**config.mk**
```make
export PLATFORM = sky130hd
export DESIGN_NAME = conv_mac_sequencer_flat
export DESIGN_NICKNAME = d
export VERILOG_FILES = /design/src/rtl/conv_mac_sequencer_if.sv /design/src/rtl/conv_mac_sequencer.sv /design/src/flat_wrapper.sv
export SDC_FILE = /design/constraint.sdc
export NUM_CORES = 2
export LEC_CHECK = 0
export CAP_MARGIN = 20
export CORE_AREA = 5 5 313 315
export CTS_CLUSTER_SIZE = 16
export DETAILED_ROUTE_END_ITERATION = 7
export DIE_AREA = 0 0 318 320
export PLACE_DENSITY = 0.48
export SLEW_MARGIN = 40
export SYNTH_ARGS = -nofsm -noshare
export SYNTH_HDL_FRONTEND = slang
export SYNTH_SLANG_ARGS = --single-unit
```
**constraint.sdc**
```tcl
create_clock -name clk -period 5.9 [get_ports clk]
set_input_delay 0.59 -clock clk [delete_from_list [all_inputs] [get_ports clk]]
set_output_delay 0.59 -clock clk [all_outputs]
set_load 0.1 [all_outputs]
```
**src/rtl/conv_mac_sequencer_if.sv**
```systemverilog
// Bus bundle between the serial convolution sequencer and its surroundings:
// the start/busy/done handshake, the three 1-cycle-latency read ports
// (input tensor, weights, bias) and the output buffer write port.
// Signal suffixes are named from the sequencer's point of view.
interface conv_mac_sequencer_if #(
    parameter int ADDR_WIDTH = 16,
    parameter int DATA_WIDTH = 32
);
    logic                  start_i;
    logic                  busy_o;
    logic                  done_o;

    logic                  in_rd_en_o;
    logic [ADDR_WIDTH-1:0] in_addr_o;
    logic [DATA_WIDTH-1:0] in_rdata_i;

    logic                  w_rd_en_o;
    logic [ADDR_WIDTH-1:0] w_addr_o;
    logic [DATA_WIDTH-1:0] w_rdata_i;

    logic                  b_rd_en_o;
    logic [ADDR_WIDTH-1:0] b_addr_o;
    logic [DATA_WIDTH-1:0] b_rdata_i;

    logic                  out_we_o;
    logic [ADDR_WIDTH-1:0] out_addr_o;
    logic [DATA_WIDTH-1:0] out_data_o;

    // The sequencer side: issues reads and writes, consumes read data.
    modport master (
        input  start_i, in_rdata_i, w_rdata_i, b_rdata_i,
        output busy_o, done_o,
               in_rd_en_o, in_addr_o,
               w_rd_en_o, w_addr_o,
               b_rd_en_o, b_addr_o,
               out_we_o, out_addr_o, out_data_o
    );

    // The memory / controller side.
    modport slave (
        output start_i, in_rdata_i, w_rdata_i, b_rdata_i,
        input  busy_o, done_o,
               in_rd_en_o, in_addr_o,
               w_rd_en_o, w_addr_o,
               b_rd_en_o, b_addr_o,
               out_we_o, out_addr_o, out_data_o
    );
endinterface

```
**src/rtl/conv_mac_sequencer.sv**
```systemverilog
// Serial NCHW convolution engine built around one shared MAC.
// Per output pixel: one BIAS fetch cycle, one MAC cycle per tap, one DRAIN
// cycle to fold in the final product, and one WRITE cycle, so every pixel
// costs TAPS+3 cycles. Read data arrives one cycle after its enable, so the
// accumulator always consumes the product of the tap issued the cycle before.
// Padding taps never touch the input memory; a delayed pad flag zeroes their
// product instead. Arithmetic wraps modulo 2^DATA_WIDTH.
module conv_mac_sequencer #(
    parameter int IN_CHANNELS  = 2,
    parameter int OUT_CHANNELS = 1,
    parameter int IN_HEIGHT    = 4,
    parameter int IN_WIDTH     = 4,
    parameter int OUT_HEIGHT   = 2,
    parameter int OUT_WIDTH    = 2,
    parameter int KERNEL_SIZE  = 2,
    parameter int STRIDE       = 2,
    parameter int PADDING      = 0,
    parameter int DATA_WIDTH   = 32,
    parameter int ADDR_WIDTH   = 16
) (
    input  logic                 clk,
    input  logic                 rst,
    conv_mac_sequencer_if.master bus
);

    // Loop counters are kept generously wide so any realistic layer fits.
    localparam int CW = 16;

    typedef enum logic [2:0] {
        S_IDLE,
        S_BIAS,
        S_MAC,
        S_DRAIN,
        S_WRITE,
        S_DONE
    } state_t;

    state_t state_q, state_d;

    // Outer (pixel) loop: out_ch, out_h, out_w.
    logic [CW-1:0] outCh_q,  outCh_d;
    logic [CW-1:0] outRow_q, outRow_d;
    logic [CW-1:0] outCol_q, outCol_d;

    // Inner (tap) loop: in_ch, k_h, k_w.
    logic [CW-1:0] inCh_q, inCh_d;
    logic [CW-1:0] kRow_q, kRow_d;
    logic [CW-1:0] kCol_q, kCol_d;

    logic [DATA_WIDTH-1:0] acc_q, acc_d;
    logic                  pad_q, pad_d;

    int                    inRow;
    int                    inCol;
    int                    inAddrInt;
    int                    wAddrInt;
    int                    outAddrInt;
    logic                  inBounds;
    logic                  firstTap;
    logic                  lastTap;
    logic                  lastPixel;
    logic [DATA_WIDTH-1:0] product;

    // Tap geometry, flat NCHW addresses and the loop-boundary flags.
    always_comb begin
        inRow      = int'(outRow_q) * STRIDE + int'(kRow_q) - PADDING;
        inCol      = int'(outCol_q) * STRIDE + int'(kCol_q) - PADDING;
        inBounds   = (inRow >= 0) && (inRow < IN_HEIGHT) &&
                     (inCol >= 0) && (inCol < IN_WIDTH);
        inAddrInt  = int'(inCh_q) * IN_HEIGHT * IN_WIDTH + inRow * IN_WIDTH + inCol;
        wAddrInt   = ((int'(outCh_q) * IN_CHANNELS + int'(inCh_q)) * KERNEL_SIZE
                      + int'(kRow_q)) * KERNEL_SIZE + int'(kCol_q);
        outAddrInt = (int'(outCh_q) * OUT_HEIGHT + int'(outRow_q)) * OUT_WIDTH
                     + int'(outCol_q);
        firstTap   = (inCh_q == '0) && (kRow_q == '0) && (kCol_q == '0);
        lastTap    = (inCh_q == CW'(IN_CHANNELS - 1)) &&
                     (kRow_q == CW'(KERNEL_SIZE - 1)) &&
                     (kCol_q == CW'(KERNEL_SIZE - 1));
        lastPixel  = (outCh_q  == CW'(OUT_CHANNELS - 1)) &&
                     (outRow_q == CW'(OUT_HEIGHT - 1)) &&
                     (outCol_q == CW'(OUT_WIDTH - 1));
    end

    // Product of the tap read last cycle, truncated; padding taps contribute 0.
    always_comb begin
        product = '0;
        if (!pad_q) begin
            product = bus.in_rdata_i * bus.w_rdata_i;
        end
    end

    // Bus outputs decoded from the state; addresses are held at 0 whenever
    // their enable is low so the idle/reset bus is quiet.
    always_comb begin
        bus.busy_o     = 1'b0;
        bus.done_o     = 1'b0;
        bus.in_rd_en_o = 1'b0;
        bus.in_addr_o  = '0;
        bus.w_rd_en_o  = 1'b0;
        bus.w_addr_o   = '0;
        bus.b_rd_en_o  = 1'b0;
        bus.b_addr_o   = '0;
        bus.out_we_o   = 1'b0;
        bus.out_addr_o = '0;
        bus.out_data_o = '0;
        case (state_q)
            S_BIAS: begin
                bus.busy_o    = 1'b1;
                bus.b_rd_en_o = 1'b1;
                bus.b_addr_o  = ADDR_WIDTH'(outCh_q);
            end
            S_MAC: begin
                bus.busy_o    = 1'b1;
                bus.w_rd_en_o = 1'b1;
                bus.w_addr_o  = ADDR_WIDTH'(wAddrInt);
                if (inBounds) begin
                    bus.in_rd_en_o = 1'b1;
                    bus.in_addr_o  = ADDR_WIDTH'(inAddrInt);
                end
            end
            S_DRAIN: begin
                bus.busy_o = 1'b1;
            end
            S_WRITE: begin
                bus.busy_o     = 1'b1;
                bus.out_we_o   = 1'b1;
                bus.out_addr_o = ADDR_WIDTH'(outAddrInt);
                bus.out_data_o = acc_q;
            end
            S_DONE: begin
                bus.done_o = 1'b1;
            end
            default: begin
            end
        endcase
    end

    // Next-state logic: sequencing, loop counter stepping and accumulation.
    always_comb begin
        state_d  = state_q;
        outCh_d  = outCh_q;
        outRow_d = outRow_q;
        outCol_d = outCol_q;
        inCh_d   = inCh_q;
        kRow_d   = kRow_q;
        kCol_d   = kCol_q;
        acc_d    = acc_q;
        pad_d    = 1'b0;
        case (state_q)
            S_IDLE: begin
                if (bus.start_i) begin
                    state_d = S_BIAS;
                end
            end
            S_BIAS: begin
                state_d = S_MAC;
            end
            S_MAC: begin
                pad_d = !inBounds;
                if (firstTap) begin
                    acc_d = bus.b_rdata_i;
                end else begin
                    acc_d = acc_q + product;
                end
                if (kCol_q == CW'(KERNEL_SIZE - 1)) begin
                    kCol_d = '0;
                    if (kRow_q == CW'(KERNEL_SIZE - 1)) begin
                        kRow_d = '0;
                        if (inCh_q == CW'(IN_CHANNELS - 1)) begin
                            inCh_d = '0;
                        end else begin
                            inCh_d = inCh_q + CW'(1);
                        end
                    end else begin
                        kRow_d = kRow_q + CW'(1);
                    end
                end else begin
                    kCol_d = kCol_q + CW'(1);
                end
                if (lastTap) begin
                    state_d = S_DRAIN;
                end
            end
            S_DRAIN: begin
                acc_d   = acc_q + product;
                state_d = S_WRITE;
            end
            S_WRITE: begin
                if (lastPixel) begin
                    outCh_d  = '0;
                    outRow_d = '0;
                    outCol_d = '0;
                    state_d  = S_DONE;
                end else begin
                    state_d = S_BIAS;
                    if (outCol_q == CW'(OUT_WIDTH - 1)) begin
                        outCol_d = '0;
                        if (outRow_q == CW'(OUT_HEIGHT - 1)) begin
                            outRow_d = '0;
                            outCh_d  = outCh_q + CW'(1);
                        end else begin
                            outRow_d = outRow_q + CW'(1);
                        end
                    end else begin
                        outCol_d = outCol_q + CW'(1);
                    end
                end
            end
            S_DONE: begin
                state_d = S_IDLE;
            end
            default: begin
                state_d = S_IDLE;
            end
        endcase
    end

    // State, counters and accumulator; reset aborts a pass immediately.
    always_ff @(posedge clk or posedge rst) begin
        if (rst) begin
            state_q  <= S_IDLE;
            outCh_q  <= '0;
            outRow_q <= '0;
            outCol_q <= '0;
            inCh_q   <= '0;
            kRow_q   <= '0;
            kCol_q   <= '0;
            acc_q    <= '0;
            pad_q    <= 1'b0;
        end else begin
            state_q  <= state_d;
            outCh_q  <= outCh_d;
            outRow_q <= outRow_d;
            outCol_q <= outCol_d;
            inCh_q   <= inCh_d;
            kRow_q   <= kRow_d;
            kCol_q   <= kCol_d;
            acc_q    <= acc_d;
            pad_q    <= pad_d;
        end
    end

endmodule

```
**src/flat_wrapper.sv**
```systemverilog
// flat-port wrapper written by rule: the top's interface ports become plain ports
module conv_mac_sequencer_flat 
#(
    parameter int IN_CHANNELS  = 2,
    parameter int OUT_CHANNELS = 1,
    parameter int IN_HEIGHT    = 4,
    parameter int IN_WIDTH     = 4,
    parameter int OUT_HEIGHT   = 2,
    parameter int OUT_WIDTH    = 2,
    parameter int KERNEL_SIZE  = 2,
    parameter int STRIDE       = 2,
    parameter int PADDING      = 0,
    parameter int DATA_WIDTH   = 32,
    parameter int ADDR_WIDTH   = 16
)
  (clk, rst, bus_start_i, bus_in_rdata_i, bus_w_rdata_i, bus_b_rdata_i, bus_busy_o, bus_done_o, bus_in_rd_en_o, bus_in_addr_o, bus_w_rd_en_o, bus_w_addr_o, bus_b_rd_en_o, bus_b_addr_o, bus_out_we_o, bus_out_addr_o, bus_out_data_o);
  conv_mac_sequencer_if #(.ADDR_WIDTH(ADDR_WIDTH), .DATA_WIDTH(DATA_WIDTH)) bus_i ();
  input  logic clk;
  input  logic rst;
  input wire logic [$bits(bus_i.start_i)-1:0] bus_start_i;
  input wire logic [$bits(bus_i.in_rdata_i)-1:0] bus_in_rdata_i;
  input wire logic [$bits(bus_i.w_rdata_i)-1:0] bus_w_rdata_i;
  input wire logic [$bits(bus_i.b_rdata_i)-1:0] bus_b_rdata_i;
  output wire logic [$bits(bus_i.busy_o)-1:0] bus_busy_o;
  output wire logic [$bits(bus_i.done_o)-1:0] bus_done_o;
  output wire logic [$bits(bus_i.in_rd_en_o)-1:0] bus_in_rd_en_o;
  output wire logic [$bits(bus_i.in_addr_o)-1:0] bus_in_addr_o;
  output wire logic [$bits(bus_i.w_rd_en_o)-1:0] bus_w_rd_en_o;
  output wire logic [$bits(bus_i.w_addr_o)-1:0] bus_w_addr_o;
  output wire logic [$bits(bus_i.b_rd_en_o)-1:0] bus_b_rd_en_o;
  output wire logic [$bits(bus_i.b_addr_o)-1:0] bus_b_addr_o;
  output wire logic [$bits(bus_i.out_we_o)-1:0] bus_out_we_o;
  output wire logic [$bits(bus_i.out_addr_o)-1:0] bus_out_addr_o;
  output wire logic [$bits(bus_i.out_data_o)-1:0] bus_out_data_o;
  assign bus_i.start_i = bus_start_i;
  assign bus_i.in_rdata_i = bus_in_rdata_i;
  assign bus_i.w_rdata_i = bus_w_rdata_i;
  assign bus_i.b_rdata_i = bus_b_rdata_i;
  assign bus_busy_o = bus_i.busy_o;
  assign bus_done_o = bus_i.done_o;
  assign bus_in_rd_en_o = bus_i.in_rd_en_o;
  assign bus_in_addr_o = bus_i.in_addr_o;
  assign bus_w_rd_en_o = bus_i.w_rd_en_o;
  assign bus_w_addr_o = bus_i.w_addr_o;
  assign bus_b_rd_en_o = bus_i.b_rd_en_o;
  assign bus_b_addr_o = bus_i.b_addr_o;
  assign bus_out_we_o = bus_i.out_we_o;
  assign bus_out_addr_o = bus_i.out_addr_o;
  assign bus_out_data_o = bus_i.out_data_o;
  conv_mac_sequencer #(.IN_CHANNELS(IN_CHANNELS), .OUT_CHANNELS(OUT_CHANNELS), .IN_HEIGHT(IN_HEIGHT), .IN_WIDTH(IN_WIDTH), .OUT_HEIGHT(OUT_HEIGHT), .OUT_WIDTH(OUT_WIDTH), .KERNEL_SIZE(KERNEL_SIZE), .STRIDE(STRIDE), .PADDING(PADDING), .DATA_WIDTH(DATA_WIDTH), .ADDR_WIDTH(ADDR_WIDTH)) u_core (.clk(clk), .rst(rst), .bus(bus_i));
endmodule
```
# --- Yosys cells after proc, flatten, opt, wreduce, memory -nomap -nowiden ---
# Index checks and enable logic that the tools add are counted.
op_classes:
  add_sub_neg: 16
  multipliers: 1
  n_lt_le_gt_ge: 4
  eq_ne: 12
  muxes: 32
  reduce_logical: 24
op_table:
  columns: ["op", "n"]
  rows:
  - ["$mux 16", 16]
  - ["$add 16x1->16 const B", 6]
  - ["$mux 32", 3]
  - ["$eq 16x1->1 const B", 5]
  - ["$add 16x16->16", 4]
  - ["$logic_not 16->1", 4]
  - ["$pmux 32 s2", 1]
  - ["$add 17x16->18", 2]
  - ["$ge 18x1->1 const B", 2]
  - ["$lt 18x3->1 const B", 2]
  - ["$add 32x32->32", 1]
  - ["$mul 32x32->32", 1]
  - ["$add 15x15->15", 2]
  - ["$pmux 3 s5", 1]
  - ["$add 14x14->14", 1]
  - ["$logic_and 1x1->1", 9]
  - ["$mux 3", 3]
  - ["$mux 1", 8]
  - ["$eq 3x2->1 const B", 2]
  - ["$eq 3x3->1 const B", 2]
  - ["$reduce_and 2->1", 3]
  - ["$reduce_and 3->1", 2]
  - ["$reduce_bool 2->1", 3]
  - ["$reduce_or 4->1", 1]
  - ["5 further kinds", 5]
word_totals:
  regBits: 132
  input_bits: 99
  elab_cells: 98

# --- Logic depth before layout (Yosys ltp) ---
depth:
  word_depth: 7
  depth_mapped: 37
  depth_no_buf: 35

# --- Worst setup path before layout ---
# No wires, ideal clock.
synth_timing:
  kind: "input -> register"
  start: "input port bus_w_rdata_i[4]"
  end: "register u_core.acc_q[31]"
  setup_time_ps: 127
  t_arrival_ps: 8647
  required_ps: 5773
  path_slack_ps: -2874
  path_stages: 36
  path_cell_list: "clkbuf_1 clkbuf_1 and2_1 fa_1 inv_1 fa_1 fa_1 fa_1 inv_1 ha_1 ha_1 fa_1 inv_1 fa_1 inv_1 ha_1 and3_1 o311a_1 or2_2 a21oi_1 o21bai_1 a21oi_1 xor2_1 nor2_1 ha_1 and3_1 and4_1 o311ai_0 a21boi_0 o21ai_0 a211oi_1 o21bai_1 a21bo_2 and3_1 nor4_1 nor3_1"
synth_via:
  elab_chain_len: 5
synth_rtl:
  columns: ["element", "line", "text"]
  rows:
  - ["start, declared", "flat_wrapper.sv:22", "input wire logic [$bits(bus_i.w_rdata_i)-1:0] bus_w_rdata_i;"]
  - ["$mul 32x32->32 *", "conv_mac_sequencer.sv:88", "product = bus.in_rdata_i * bus.w_rdata_i;"]
  - ["$mux 32 *", "conv_mac_sequencer.sv:87", "if (!pad_q) begin"]
  - ["$add 32x32->32 *", "conv_mac_sequencer.sv:163, conv_mac_sequencer.sv:185", null]
  - ["$mux 32", "conv_mac_sequencer.sv:160", "if (firstTap) begin"]
  - ["$pmux 32 s2 *", "conv_mac_sequencer.sv:149", "case (state_q)"]
  - ["end signal, assigned", "conv_mac_sequencer.sv:228", "acc_q <= '0;"]
  - ["end signal, assigned", "conv_mac_sequencer.sv:238", "acc_q <= acc_d;"]
  - ["end, declared", "conv_mac_sequencer.sv:50", "logic [DATA_WIDTH-1:0] acc_q, acc_d;"]
# Mark *: on every way between the ends. The rest lies on a longest branch, timed or not.
# A chain may end at the register's enable or synchronous reset.

# --- Worst setup path after layout ---
layout_timing:
  start: "input port bus_in_rdata_i[9]"
  end: "register u_core.acc_q[31]"
layout_via:
  elab_chain_len: 5
layout_rtl:
  columns: ["element", "line", "text"]
  rows:
  - ["start, declared", "flat_wrapper.sv:21", "input wire logic [$bits(bus_i.in_rdata_i)-1:0] bus_in_rdata_i;"]
  - ["$mul 32x32->32 *", "conv_mac_sequencer.sv:88", null]
  - ["$mux 32 *", "conv_mac_sequencer.sv:87", null]
  - ["$add 32x32->32 *", "conv_mac_sequencer.sv:163, conv_mac_sequencer.sv:185", null]
  - ["$mux 32", "conv_mac_sequencer.sv:160", null]
  - ["$pmux 32 s2 *", "conv_mac_sequencer.sv:149", null]
# Marked as above.

==> flow_summary.toml <==
[yosys]
ys_ff_latch = 132
synthArstFlopShare = 1.00
synth_top_flop_cell = "dfrtp_1"
yosysSeqAreaShare = 0.117
synth_fp_nets = 4062
synth_area_per_cell_sq_um = 8.68
syn_inst = 3256
synth-edff-count = 0
yosysWarnings = 0
synthDistinctLibCells = 64
syn_area_sq_um = 28200

[detailed_routing]
vias = 23500
final_antenna_net_count = 0
firstDrtPassIters = 5
drcViolationCount = 0
drt_iter0_drc = 1310
wl_per_cell_um = 18.7
wl_um = 94500
viasPerCell = 4.64

[clock_network]
cts_max_level = 4
insertion_delay_ns = 0.45
hold_buffers = 0
clockBufferDepth = 2
cts.sinks = 132
clockRootBuffer = "clkbuf_16"
numCtsBuffers = 17
cts.clk_slew.worst_paths_ns = 0.07
cts_tree = "done"

[timing]
finClkSkew_ns = 0.0167
worstMarginPinSlew_ns = 0.842
rsz0062_at_grt = "yes"
slew_headroom = 0.435
slew_violations = 0
finalSetupViolCount = 23
finalCritPeriodShare = 1.38
hold_viol = 0
min_period_ns = 8.16
worst_slack_ns = -2.26
fmax_ghz = 0.123

[setup_path]
rrSetupSlack_ns = 1.77
worstSetupEndpointType = "flop"
cp_top_family = "adder cells"
path_buf_inv = 8
slowest_delay_ns = 0.59
cp_common_cell = "fa_1"
worstRegToRegCells = 19
crit_required_ns = 6.22
worstPathArrival_ns = 8.48
crit_type = "input port to flop"
r2r_end = "u_core.acc_q[30]"
critical_path.slowest_cell = "fa_2"
r2r-start = "u_core.pad_q"
critPathLaunchType = "input port"
cp_max_fo = 4

[worst_hold_path]
hold_depth = 1
worstHoldEndpoint = "u_core.inCh_q[15]"
min_from = "u_core.inCh_q[15]"
holdCritPathClass = "flop to flop"

[floorplan]
start_util = 0.299
die-area_sq_um = 102000
core_area_sq_um = 94600
rows = 113
ioPinCount = 201
die_height_um = 320
fp.dieW_um = 318

[run]
maxCapViolations = 0

[layout]
final_design_area_no_fill_sq_um = 36800
area_delta_synth_final_pct = 30.4
nets = 4583
final_common_cell = "inv_1"
drive_gt1_frac = 0.223
most-common-layout-cells = "463 x inv_1, 395 x fa_1, 374 x nand2_1"

[global_routing]
grt.overflow.total = 0
grt_antenna_before_repair = 7
grt_max_degree = 66
grt_util_all_layers = 0.184
grt_pass1_wl_um = 146000
grt_pass1_vias = 24700

[placed_design]
place.gp.congestion = 0.859
post-place-ws_ns = -3.67
placed_cell_area_sq_um = 34200
port_buffers = 200
hpwl_um = 78200

[run_status]
violations = "negative setup slack"
status = "finished with violations"
[worst register-to-register path, delay by kind of cell, from the launching register on]
| kind | cells | cell delay, ns |
|---|---|---|
| compound gates | 9 | 1.87 |
| buf+inv | 4 | 0.63 |
| fa+ha+maj | 2 | 0.57 |
| simple gates | 2 | 0.39 |
| flops | 1 | 0.36 |
| xor+xnor | 1 | 0.16 |
| mux | 1 | 0.08 |
[per-layer routing]
metal	routed length [um]	global-route usage
met1	42500	0.248
met2	46500	0.319
met3	3470	0.0248
met4	1960	0.0369
met5	41	0
[worst max-delay path by stage]
stage,startpoint,end,slack [ns],cells past startpoint
5_1_grt,bus_w_rdata_i[2],u_core.acc_q[31],-2.57,35
3_3_place_gp,bus_w_rdata_i[8],u_core.acc_q[31],-3.68,32
2_1_floorplan,bus_w_rdata_i[3],u_core.acc_q[31],-2.20,35
6_report,bus_in_rdata_i[9],u_core.acc_q[31],-2.26,33
4_1_cts,bus_in_rdata_i[6],u_core.acc_q[31],-2.28,36
3_5_place_dp,bus_w_rdata_i[8],u_core.acc_q[31],-3.67,32
[synth_stat cells, drive strengths merged, types with 3 or more instances]
library cell,count,area share
nand4,25,0.0055
or3,13,0.0029
fa,428,0.30
nor3b,4,0.0011
a21boi,6,0.0016
o41ai,6,0.0019
xnor2,195,0.060
nor4,28,0.0067
a2111oi,3,0.00093
a31oi,15,0.0033
nor4b,3,0.00093
o21ai,92,0.016
inv,488,0.065
and2,297,0.066
nand3b,6,0.0016
o31a,4,0.0012
a21oi,123,0.022
mux2i,5,0.0018
nand2b,14,0.0031
nor2,181,0.024
nor3,37,0.0066
o21a,12,0.0032
a21o,60,0.016
clkbuf,115,0.015
and3,60,0.013
buf,4,0.00080
dfrtp,132,0.12
xor2,83,0.026
a31o,4,0.0012
ha,279,0.12
o311ai,3,0.00093
nand2,380,0.051
o31ai,6,0.0016
o21bai,31,0.0082
or2,6,0.0013
a211oi,7,0.0019
and4,4,0.0012
nand3,41,0.0073
nor2b,31,0.0069
a41oi,3,0.00093
[kinds of logic (layout without fill, tap and decap cells)]
| family | Yosys count | after routing | synth area share |
|---|---|---|---|
| xor+xnor | 278 | 278 | 0.0862 |
| fa+ha+maj | 707 | 707 | 0.427 |
| compound gates | 390 | 390 | 0.0860 |
| other cells | 0 | 5 | 0 |
| mux | 7 | 7 | 0.00257 |
| flops | 132 | 132 | 0.117 |
| buf+inv | 607 | 1141 | 0.0809 |
| simple gates | 1135 | 1135 | 0.200 |
[cell type report]
cell class	instances	area, sq um
Clock buffer	18	429
Fill cell	9580	57800
Multi-Input combinational cell	2517	24000
Antenna cell	5	12.5
Inverter	488	1840
Timing Repair Buffer	621	5470
Clock inverter	14	189
Tap cell	1265	1580
Sequential cell	132	3310
[flip-flops by register name, indices dropped and copies added, names as in the netlist]
register / count
u_core.state_q: 3
u_core.inCh_q: 16
u_core.kRow_q: 16
u_core.acc_q: 32
u_core.outRow_q: 16
u_core.pad_q: 1
u_core.outCh_q: 16
u_core.outCol_q: 16
u_core.kCol_q: 16
[metrics by stage]
stage	util	hold slack [ns]	setup TNS, ns	std cells
floorplan	-	0.445	-34.39	3256
global placement	0.365	0.476	-63.42	4949
detailed placement	0.362	0.472	-63.96	4949
CTS	0.385	0.489	-38.93	5038
global route	0.389	0.536	-45.11	5055
finish	0.389	0.490	-38.39	5060
[what timing repair did]
| action | CTS | global route |
|---|---|---|
| pin swaps | 217 | 86 |
| setup buffers | 55 | 22 |
| gates resized for setup | 358 | 101 |
| endpoints found under the hold margin | 0 | 0 |
| setup endpoints to repair | 26 | 30 |
| cloned | 5 | 0 |
Power is not shown: default switching activity piles up to over one toggle a cycle in this logic, so the estimate is an artifact.
